### config.mk
export PLATFORM = sky130hd
export DESIGN_NAME = uart_receiver
export DESIGN_NICKNAME = d
export VERILOG_FILES = /design/src/rtl/uart_receiver.sv
export SDC_FILE = /design/constraint.sdc
export NUM_CORES = 1
export LEC_CHECK = 0
export ABC_AREA = 1
export BUFFER_PORTS_ARGS = -buffer_cell sky130_fd_sc_hd__buf_2
export CORE_UTILIZATION = 56
export DETAILED_ROUTE_END_ITERATION = 12
export PLACE_DENSITY = 0.79
export RECOVER_POWER = 50
export SYNTH_ARGS = -nofsm -noshare
export SYNTH_HDL_FRONTEND = slang
export SYNTH_SLANG_ARGS = --single-unit
### constraint.sdc
create_clock -name clk -period 1.78 [get_ports clk]
set_input_delay 0.267 -clock clk [delete_from_list [all_inputs] [get_ports clk]]
set_output_delay 0.267 -clock clk [all_outputs]
set_load 0.02 [all_outputs]
### src/rtl/uart_receiver.sv
`default_nettype none
// ============================================================================
//  Module   : uart_receiver
//  Brief    : 8N1 UART receiver, 8 clk cycles per bit, single-word holding
//             register with valid/ready handshake, frame-error pulse and
//             overrun flag. Payload bytes are passed through unmodified.
//  Options  : UART_RX_MAJORITY_VOTE_EN - when defined, each bit decision is
//             a 2-of-3 vote over the synchronised line at cnt 2, 3 and 4;
//             otherwise the single sample at cnt 4 is used. Timing is the
//             same in both builds.
//  Revision : 1.0 - initial release
// ============================================================================
module uart_receiver (
  input  logic       clk,
  input  logic       rst,
  input  logic       rx,
  input  logic       rx_ready,
  output logic [7:0] rx_data,
  output logic       rx_valid,
  output logic       rx_busy,
  output logic       rx_frame_err,
  output logic       rx_overrun
);

  typedef enum logic [1:0] {
    S_IDLE  = 2'd0,
    S_START = 2'd1,
    S_DATA  = 2'd2,
    S_STOP  = 2'd3
  } state_t;

  // Cycle within a bit at which the bit value is decided.
  localparam logic [2:0] C_DECIDE_CNT = 3'd4;
  // Last cycle of a bit period.
  localparam logic [2:0] C_LAST_CNT   = 3'd7;
  // Index of the final data bit (MSB, sent last).
  localparam logic [2:0] C_LAST_BIT   = 3'd7;

  // Two-stage synchroniser for the asynchronous serial line.
  logic       r_sync1;
  logic       r_sync2;
  logic       w_rx_sync;

  // Receive state machine and datapath registers.
  state_t     r_state;
  state_t     w_state_nxt;
  logic [2:0] r_cnt;
  logic [2:0] w_cnt_nxt;
  logic [2:0] r_bit_idx;
  logic [2:0] w_bit_idx_nxt;
  logic [7:0] r_shift;
  logic [7:0] w_shift_nxt;

  // Per-bit decision and frame completion strobes.
  logic       w_decide;
  logic       w_decision;
  logic       w_word_done;
  logic       w_frame_err;

  assign w_rx_sync = r_sync2;
  assign w_decide  = (r_cnt == C_DECIDE_CNT);

  // Synchronise rx into the clk domain; idle level (1) on reset.
  always_ff @(posedge clk or posedge rst) begin
    if (rst) begin
      r_sync1 <= 1'b1;
      r_sync2 <= 1'b1;
    end else begin
      r_sync1 <= rx;
      r_sync2 <= r_sync1;
    end
  end

`ifdef UART_RX_MAJORITY_VOTE_EN
  // Earlier samples of the bit; the third vote is the live sample at cnt 4.
  logic r_samp2;
  logic r_samp3;

  // Capture the synchronised line at cnt 2 and cnt 3 of every bit period.
  always_ff @(posedge clk or posedge rst) begin
    if (rst) begin
      r_samp2 <= 1'b1;
      r_samp3 <= 1'b1;
    end else begin
      if (r_cnt == 3'd2) begin
        r_samp2 <= w_rx_sync;
      end
      if (r_cnt == 3'd3) begin
        r_samp3 <= w_rx_sync;
      end
    end
  end

  // 2-of-3 majority rejects a single-cycle disturbance near mid-bit.
  always_comb begin
    w_decision = (r_samp2 & r_samp3) | (r_samp2 & w_rx_sync) | (r_samp3 & w_rx_sync);
  end
`else
  // Single mid-bit sample.
  always_comb begin
    w_decision = w_rx_sync;
  end
`endif

  // FSM state register plus bit counter, bit index and shift register.
  always_ff @(posedge clk or posedge rst) begin
    if (rst) begin
      r_state   <= S_IDLE;
      r_cnt     <= 3'd0;
      r_bit_idx <= 3'd0;
      r_shift   <= 8'h00;
    end else begin
      r_state   <= w_state_nxt;
      r_cnt     <= w_cnt_nxt;
      r_bit_idx <= w_bit_idx_nxt;
      r_shift   <= w_shift_nxt;
    end
  end

  // Next-state, counter and shift logic; strobes for word done / frame error.
  always_comb begin
    w_state_nxt   = r_state;
    w_cnt_nxt     = r_cnt;
    w_bit_idx_nxt = r_bit_idx;
    w_shift_nxt   = r_shift;
    w_word_done   = 1'b0;
    w_frame_err   = 1'b0;

    case (r_state)
      S_IDLE: begin
        // A low line starts a new frame; the start bit is confirmed at cnt 4.
        if (!w_rx_sync) begin
          w_state_nxt   = S_START;
          w_cnt_nxt     = 3'd0;
          w_bit_idx_nxt = 3'd0;
        end
      end

      S_START: begin
        w_cnt_nxt = r_cnt + 3'd1;
        if (w_decide && w_decision) begin
          // Line high again at mid-bit: treat as noise, not a start bit.
          w_state_nxt = S_IDLE;
          w_cnt_nxt   = 3'd0;
        end else if (r_cnt == C_LAST_CNT) begin
          w_state_nxt   = S_DATA;
          w_bit_idx_nxt = 3'd0;
        end
      end

      S_DATA: begin
        w_cnt_nxt = r_cnt + 3'd1;
        if (w_decide) begin
          // LSB arrives first, so shifting in from the MSB side leaves the
          // byte correctly aligned after eight bits.
          w_shift_nxt = {w_decision, r_shift[7:1]};
        end
        if (r_cnt == C_LAST_CNT) begin
          if (r_bit_idx == C_LAST_BIT) begin
            w_state_nxt = S_STOP;
          end else begin
            w_bit_idx_nxt = r_bit_idx + 3'd1;
          end
        end
      end

      S_STOP: begin
        w_cnt_nxt = r_cnt + 3'd1;
        if (w_decide) begin
          // Leave mid stop bit so a following start edge is not missed.
          w_state_nxt = S_IDLE;
          w_cnt_nxt   = 3'd0;
          if (w_decision) begin
            w_word_done = 1'b1;
          end else begin
            w_frame_err = 1'b1;
          end
        end
      end

      default: begin
        w_state_nxt = S_IDLE;
        w_cnt_nxt   = 3'd0;
      end
    endcase
  end

  // Holding register, handshake, overrun flag and frame-error pulse.
  always_ff @(posedge clk or posedge rst) begin
    if (rst) begin
      rx_data      <= 8'h00;
      rx_valid     <= 1'b0;
      rx_frame_err <= 1'b0;
      rx_overrun   <= 1'b0;
    end else begin
      rx_frame_err <= w_frame_err;
      if (w_word_done) begin
        // A new word always wins; overrun only if the old one was not taken
        // in this same cycle.
        rx_data    <= r_shift;
        rx_valid   <= 1'b1;
        rx_overrun <= rx_valid & ~rx_ready;
      end else if (rx_valid && rx_ready) begin
        rx_valid   <= 1'b0;
        rx_overrun <= 1'b0;
      end
    end
  end

  // Busy whenever a frame is being tracked.
  always_comb begin
    rx_busy = (r_state != S_IDLE);
  end

endmodule
`default_nettype wire

==> results of run 1 <==
## cells in the mapped netlist
cell and n:
nand3_1 12, buf_4 1, nor2_2 2, o21a_1 1, nor2_4 1, inv_1 17
o21ai_2 6, dfrtp_1 27, nand3_2 1, ha_1 5, nand2_1 45, nor3_1 1
o21ai_1 1, buf_6 1, inv_2 3, buf_2 1, dfstp_2 2, nand2_2 1
a21oi_1 1, nand3b_1 1, o21ai_0 10, nor2_1 8
## registers in the layout, indices dropped and copies added, names as in the netlist, named ones only
name,count
rx_data,8
rx_overrun,1
rx_valid,1
r_shift,8
rx_frame_err,1
r_state,1
r_cnt,3
r_bit_idx,3
r_sync1,1
r_sync2,1
## how the worst min path moves through the flow
stage	endpoint	slack (ns)	depth (start not counted)
after floorplan	r_sync1	0.27	0
after global placement	rx_data[0]	0.35	3
after detailed placement	rx_data[0]	0.35	3
after CTS	r_sync1	0.02	1
after global routing	r_sync1	0.01	1
final	r_sync1	0.04	1
## repair_timing
item	in CTS	in global routing
hold buffers	1	0
gates resized for setup	0	0
hold endpoints to repair	22	0
setup buffers	0	0
## power groups by stage
| stage | logic [mW] | clock network (mW) | registers, mW |
|---|---|---|---|
| after CTS | 0.426 | 0.475 | 0.794 |
| final | 0.422 | 0.456 | 0.798 |
| after global placement | 0.391 | 0 | 0.802 |
| after detailed placement | 0.419 | 0 | 0.804 |
| after global routing | 0.500 | 0.496 | 0.809 |
| after floorplan | 0.352 | 0 | 0.777 |
## layout make-up
type                    count  area, um^2
clock buffers               7        65.1
repair buffers             17        86.3
well taps                  28        35.0
clock inverters             1        5.00
flip-flops and latches     29         728
fillers                   187         723
multi-input cells          96         494
inverters                  20        75.1
## per-stage QoR
step	hold slack [ns]	utilization, %	setup WS, ns
after detailed placement	0.347	64.0	0.283
after global placement	0.346	64.0	0.325
after global routing	0.0115	67.3	0.0683
after floorplan	0.271	-	0.413
after CTS	0.0227	67.6	0.150
final	0.0381	67.3	0.148
## worst reg2reg max path, cell delays in order (launching register included)
cell and delay (ns):
dfrtp_1 0.41, inv_1 0.09, ha_1 0.19, nand2_1 0.14, inv_2 0.06, nand2_2 0.11
nand2_1 0.06, nand2_1 0.13, nand2_1 0.11, nand2_1 0.09, nand2_1 0.05
## cell families (layout without fill, tap and decap cells)
logic type / after synthesis / count (layout) / share of synthesized area [%]
AND/OR/NAND/NOR: 72 / 72 / 23.6
adder cells (fa/ha/maj): 5 / 5 / 4.73
flip-flops: 29 / 29 / 55.1
AO/OA/AOI/OAI: 19 / 19 / 9.09
buffers and inverters: 23 / 45 / 7.48
## layout by cell type, fill, tap and decap left out
cell and count:
clkbuf_4 5, nor2_1 8, o21ai_1 1, nor2_2 2, nand2_2 1, clkbuf_1 3, nor2_4 1, a21oi_1 1
dfstp_2 2, o21ai_2 6, nor3_1 1, nand3b_1 1, inv_2 3, ha_1 5, o21a_1 1, clkinv_2 1
buf_2 12, o21ai_0 10, clkbuf_2 1, dlygate4sd3_1 1, nand3_2 1, nand2_1 45, nand3_1 12, dfrtp_1 27
inv_1 17, clkbuf_8 2
## layer usage
layer | track usage (%) | vias up | routed length (um)
li1 | - | 506 | -
met1 | 24.4 | 480 | 992
met2 | 38.0 | 26 | 1180
met3 | 6.36 | 9 | 90
met4 | 14.8 | 0 | 70
met5 | 0 | - | 0
==> results.cfg, run 1 <==
[status]
outcome = complete, no violations

[pwr]
vdd_drop_max_mv = 0.863
leakagePower_nw = 0.783
power_density_mw_per_mm2 = 1130
seq_power_share_pct = 47.6
p_sw_share_pct = 35.3
comb_power_share_pct = 25.2
pwr-share-clk_pct = 27.2
switchingPower_uw = 592
p_int_mw = 1.08
p_total_mw = 1.68

[detailed_routing]
wl_per_cell_um = 11.8
via_per_inst = 5.16
drc = 0
totalWireLength_um = 2330
first_iter_violations = 28
first_pass_iters = 4
num_vias = 1021
postRouteAntennaNets = 0

[place]
dpl_cell_area_mm2 = 0.00142
io_buffers = 15
gp_congestion = 0.810
numPlacedInstances = 189
dpl.hpwl_um = 1610

[setup_path]
worstPathRequired_ns = 1.51
reg2reg_setup_slack_ns = 0.22
crit_path_top_delay_cell = dfrtp_1
regToRegEndpoint = r_bit_idx[0]
crit_fanout = 10
path_cells = nor2_2, inv_1, buf_2
critPathTopFamily = flip-flops
critPathLaunchType = flip-flop
worstSetupEndpoint = rx_busy
cpPeakStageDelay_ns = 0.51
end_kind = output pin
critPathArrivalTime_ns = 1.37
timing.critical_path.buf_inv = 2
crit_type = flip-flop to output pin
worstSetupPathDepth = 3
reg2regPathDepth = 10
timing.rr.start = r_cnt[0]

[grt]
grt_overflow_total = 0
grt_pass1_wl_um = 4060
grt_util_all_layers_pct = 22.5
grt_max_degree = 30
grt_pass1_vias = 969
antenna_found_initial = 0

[run]
maxCapViolations = 0

[clock_tree]
clockBufferDepth = 2
cts_root_buffer = clkbuf_4
clk_latency_ns = 0.33
cts-buffers-inserted = 5
clkSinkCount = 29
path_clk_slew_ns = 0.09
cts.htree.levels = 2
cts_tree = done

[floorplanning]
initial_core_util_pct = 59.7
dieHeight_um = 50.6
core_area_mm2 = 0.00221
io_pins = 16
die_area_mm2 = 0.00256
rows = 17
die_w_um = 50.6

[finish]
syn2layout_area_growth_pct = 12.7
design_area_mm2 = 0.00149
fin_nets = 178
antennaDiodeCount = 0
layout-drive-gt1-share_pct = 21.8
final_cells = 198

[yosys]
avgSynthCellArea_um2 = 8.93
syn_area_mm2 = 0.00132
ys_ff_latch = 29
synth_top_area_share_pct = 51.1
ys_types = 22
synth_fp_nets = 157
synthTopCellsByArea = dfrtp_1 (51%), nand2_1 (13%), inv_1 (4.8%)
synth.largest_area_cell = dfrtp_1
ys.warnings.count = 0
yosysSeqAreaShare_pct = 55.1
synthCells = 148

[timing]
maxSlewViolCount = 0
fin_skew_ns = 0.0106
tns_ns = 0
rsz0062_at_grt = no
slew_headroom_pct = 53.9
clock.fmax_ghz = 0.613
fin_crit_sh_pct = 91.7
period_minus_slack_ns = 1.63
tightest_slew_ns = 0.692
hold_viol_final = 0
setup_violations = 0

[min_path]
hp-class = input port to flip-flop
min_from = rx
Power figures use the tool's default switching activity.
==> run 2, diff against run 1 <==
Settings changed: ABC_AREA 1 to default, CORE_UTILIZATION 56 to 55, GPL_TIMING_DRIVEN from default to 0, PLACE_DENSITY 0.79 to 0.78.
==> results.cfg, run 2 <==
[finish]
num-fill-cells = 182
antennaDiodeCount = 0
layout-drive-gt1-share_pct = 29.6
final_cell_mix = dfrtp_1 (27), buf_2 (13), nand2_1 (9), mux2_1 (8)
fin_nets = 133
multi_input_comb_area_um2 = 536
mostFrequentLayoutCell = dfrtp_1
syn2layout_area_growth_pct = 13.5
top_regs = r_shift (8), rx_data (8)
seq_area_um2 = 728

[timing]
slew_headroom_pct = 29.0
tns_ns = 0
rsz0062_at_grt = no
maxSlewViolCount = 0
period_minus_slack_ns = 1.67
hold_viol_final = 0
clock.fmax_ghz = 0.598
fin_crit_sh_pct = 94.0
tightest_slew_ns = 1.06
fin_skew_ns = 0.0112
setup_violations = 0

[run]
maxCapViolations = 0

[setup_path]
worstPathRequired_ns = 1.51
reg2regPathDepth = 6
cpPeakStageDelay_ns = 0.43
timing.rr.start = r_cnt[0]
crit_path_top_delay_cell = dfrtp_1
crit_type = flip-flop to output pin
cp_common_cell = buf_2
critPathTopFamily = flip-flops
timing.critical_path.buf_inv = 2
critPathLaunchType = flip-flop
crit_fanout = 10
critPathArrivalTime_ns = 1.41
path_cells = buf_2, or2_2, buf_2
regToRegEndpoint = r_bit_idx[0]
end_kind = output pin
reg2reg_setup_slack_ns = 0.11

[pwr]
power_density_mw_per_mm2 = 1370
leakagePower_nw = 0.765
vdd_drop_max_mv = 0.963
comb_power_share_pct = 33.7
p_int_mw = 1.28
pwr-share-clk_pct = 22.9
p_total_mw = 2.02
p_sw_share_pct = 36.8
switchingPower_uw = 744
seq_power_share_pct = 43.4

[floorplanning]
die_area_mm2 = 0.00256
initial_core_util_pct = 58.8
rows = 17
die_w_um = 50.6
io_pins = 16
core_area_mm2 = 0.00221
dieHeight_um = 50.6

[detailed_routing]
drc = 0
first_pass_iters = 4
first_iter_violations = 21
num_vias = 833
wl_per_cell_um = 14.6
totalWireLength_um = 2230
postRouteAntennaNets = 0
via_per_inst = 5.44

[yosys]
yosysMostFrequentCell = dfrtp_1
avgSynthCellArea_um2 = 12.7
netlist_top_cells_count = dfrtp_1 (27), nand2_1 (9), mux2_1 (8), inv_1 (7), mux2_2 (7)
synth_top_area_share_pct = 52.0
ys.warnings.count = 0
ys_types = 30
synth-edff-count = 0
synthTopCellsByArea = dfrtp_1 (52%), mux2_1 (6.9%), mux2_2 (6.1%)
async_reset_ff_share_pct = 100
synth-main-ff-cell = dfrtp_1
ys_ff_latch = 29
synth.largest_area_cell = dfrtp_1
synthCells = 102
synth_fp_nets = 111
yosysSeqAreaShare_pct = 56.0
syn_area_mm2 = 0.00130

[min_path]
min_from = rx
hp-class = input port to flip-flop
worst_hold_path.endpoint = r_sync1
hold_path_depth = 1

[place]
gp_congestion = 0.840
dpl.hpwl_um = 1540
io_buffers = 15

[grt]
grt_util_all_layers_pct = 22.6
grt_max_degree = 30
grt_overflow_total = 0
grt_pass1_vias = 901
grt_pass1_wl_um = 4060
antenna_found_initial = 0

[status]
outcome = complete, no violations

[clock_tree]
clockBufferDepth = 2
postCtsSetupRepairBufs = 0
clk_latency_ns = 0.34
cts-buffers-inserted = 5
cts_tree = done
path_clk_slew_ns = 0.09
cts.htree.levels = 2
clkSinkCount = 29
hold_buffers = 0
cts_resized = 0
cts_root_buffer = clkbuf_4
## run 2: changes by cell type after synthesis, sizes merged, moves of 2 or more
cell	before	now
mux2i	0	3
and2b	0	2
o21ai	17	6
a21oi	1	3
nand3	13	2
nand2	46	10
a22oi	0	2
inv	20	7
mux2	0	16
nor2	11	4
## run 2: stage by stage
step           util [%]  instances  setup slack, ns  area, um^2  hold WS, ns
3_5_place_dp       63.7        145            0.116        1410        0.348
5_1_grt            66.7        153           0.0125        1480      0.00943
4_1_cts            66.9        153           0.0982        1480       0.0102
6_report           66.7        153            0.107        1480       0.0248
3_3_place_gp       63.7        145            0.151        1410        0.347
2_1_floorplan         -        102            0.223        1300        0.271
## run 2: power by group through the flow
| stage | logic, mW | clock network, mW | registers, mW |
|---|---|---|---|
| floorplan | 0.501 | 0 | 0.909 |
| global route | 0.760 | 0.500 | 0.893 |
| global placement | 0.648 | 0 | 0.883 |
| CTS | 0.687 | 0.474 | 0.878 |
| detailed placement | 0.686 | 0 | 0.891 |
| finish | 0.681 | 0.464 | 0.878 |
## run 2: logic make-up (layout without fill, tap and decap cells)
logic type,after synthesis,after routing,synth area share [%]
AO/OA/AOI/OAI,16,16,8.18
adder cells (fa/ha/maj),5,5,4.81
buffers and inverters,9,32,2.79
flip-flops,29,29,56.0
multiplexers,19,19,16.5
AND/OR/NAND/NOR,24,24,11.7
## run 2: how the worst max path moves through the flow
| stage | startpoint | to | slack (ns) | depth (start not counted) |
|---|---|---|---|---|
| floorplan | r_cnt[0] | r_bit_idx[0] | 0.22 | 6 |
| global placement | r_cnt[0] | r_bit_idx[0] | 0.15 | 6 |
| detailed placement | r_cnt[0] | r_bit_idx[0] | 0.12 | 6 |
| CTS | r_cnt[0] | r_bit_idx[0] | 0.1 | 6 |
| global route | r_cnt[0] | r_bit_idx[0] | 0.01 | 6 |
| finish | r_state[0] | rx_busy | 0.11 | 3 |
## run 2: metal layers
| layer | GRT usage [%] | part of all wire, % | up-vias |
|---|---|---|---|
| met4 | 15.3 | 3.7 | 0 |
| met2 | 35.6 | 47 | 20 |
| met3 | 7.27 | 3.4 | 9 |
| met1 | 26.2 | 46 | 404 |
| li1 | - | - | 400 |
| met5 | 0 | 0 | - |
## run 2: layout make-up
cell class	count	area share, %
Clock buffer	7	4.41
Inverter	7	1.78
Multi-Input combinational cell	64	36.3
Tap cell	28	2.37
Buffer	2	0.679
Sequential cell	29	49.4
Clock inverter	1	0.339
Timing Repair Buffer	15	4.75
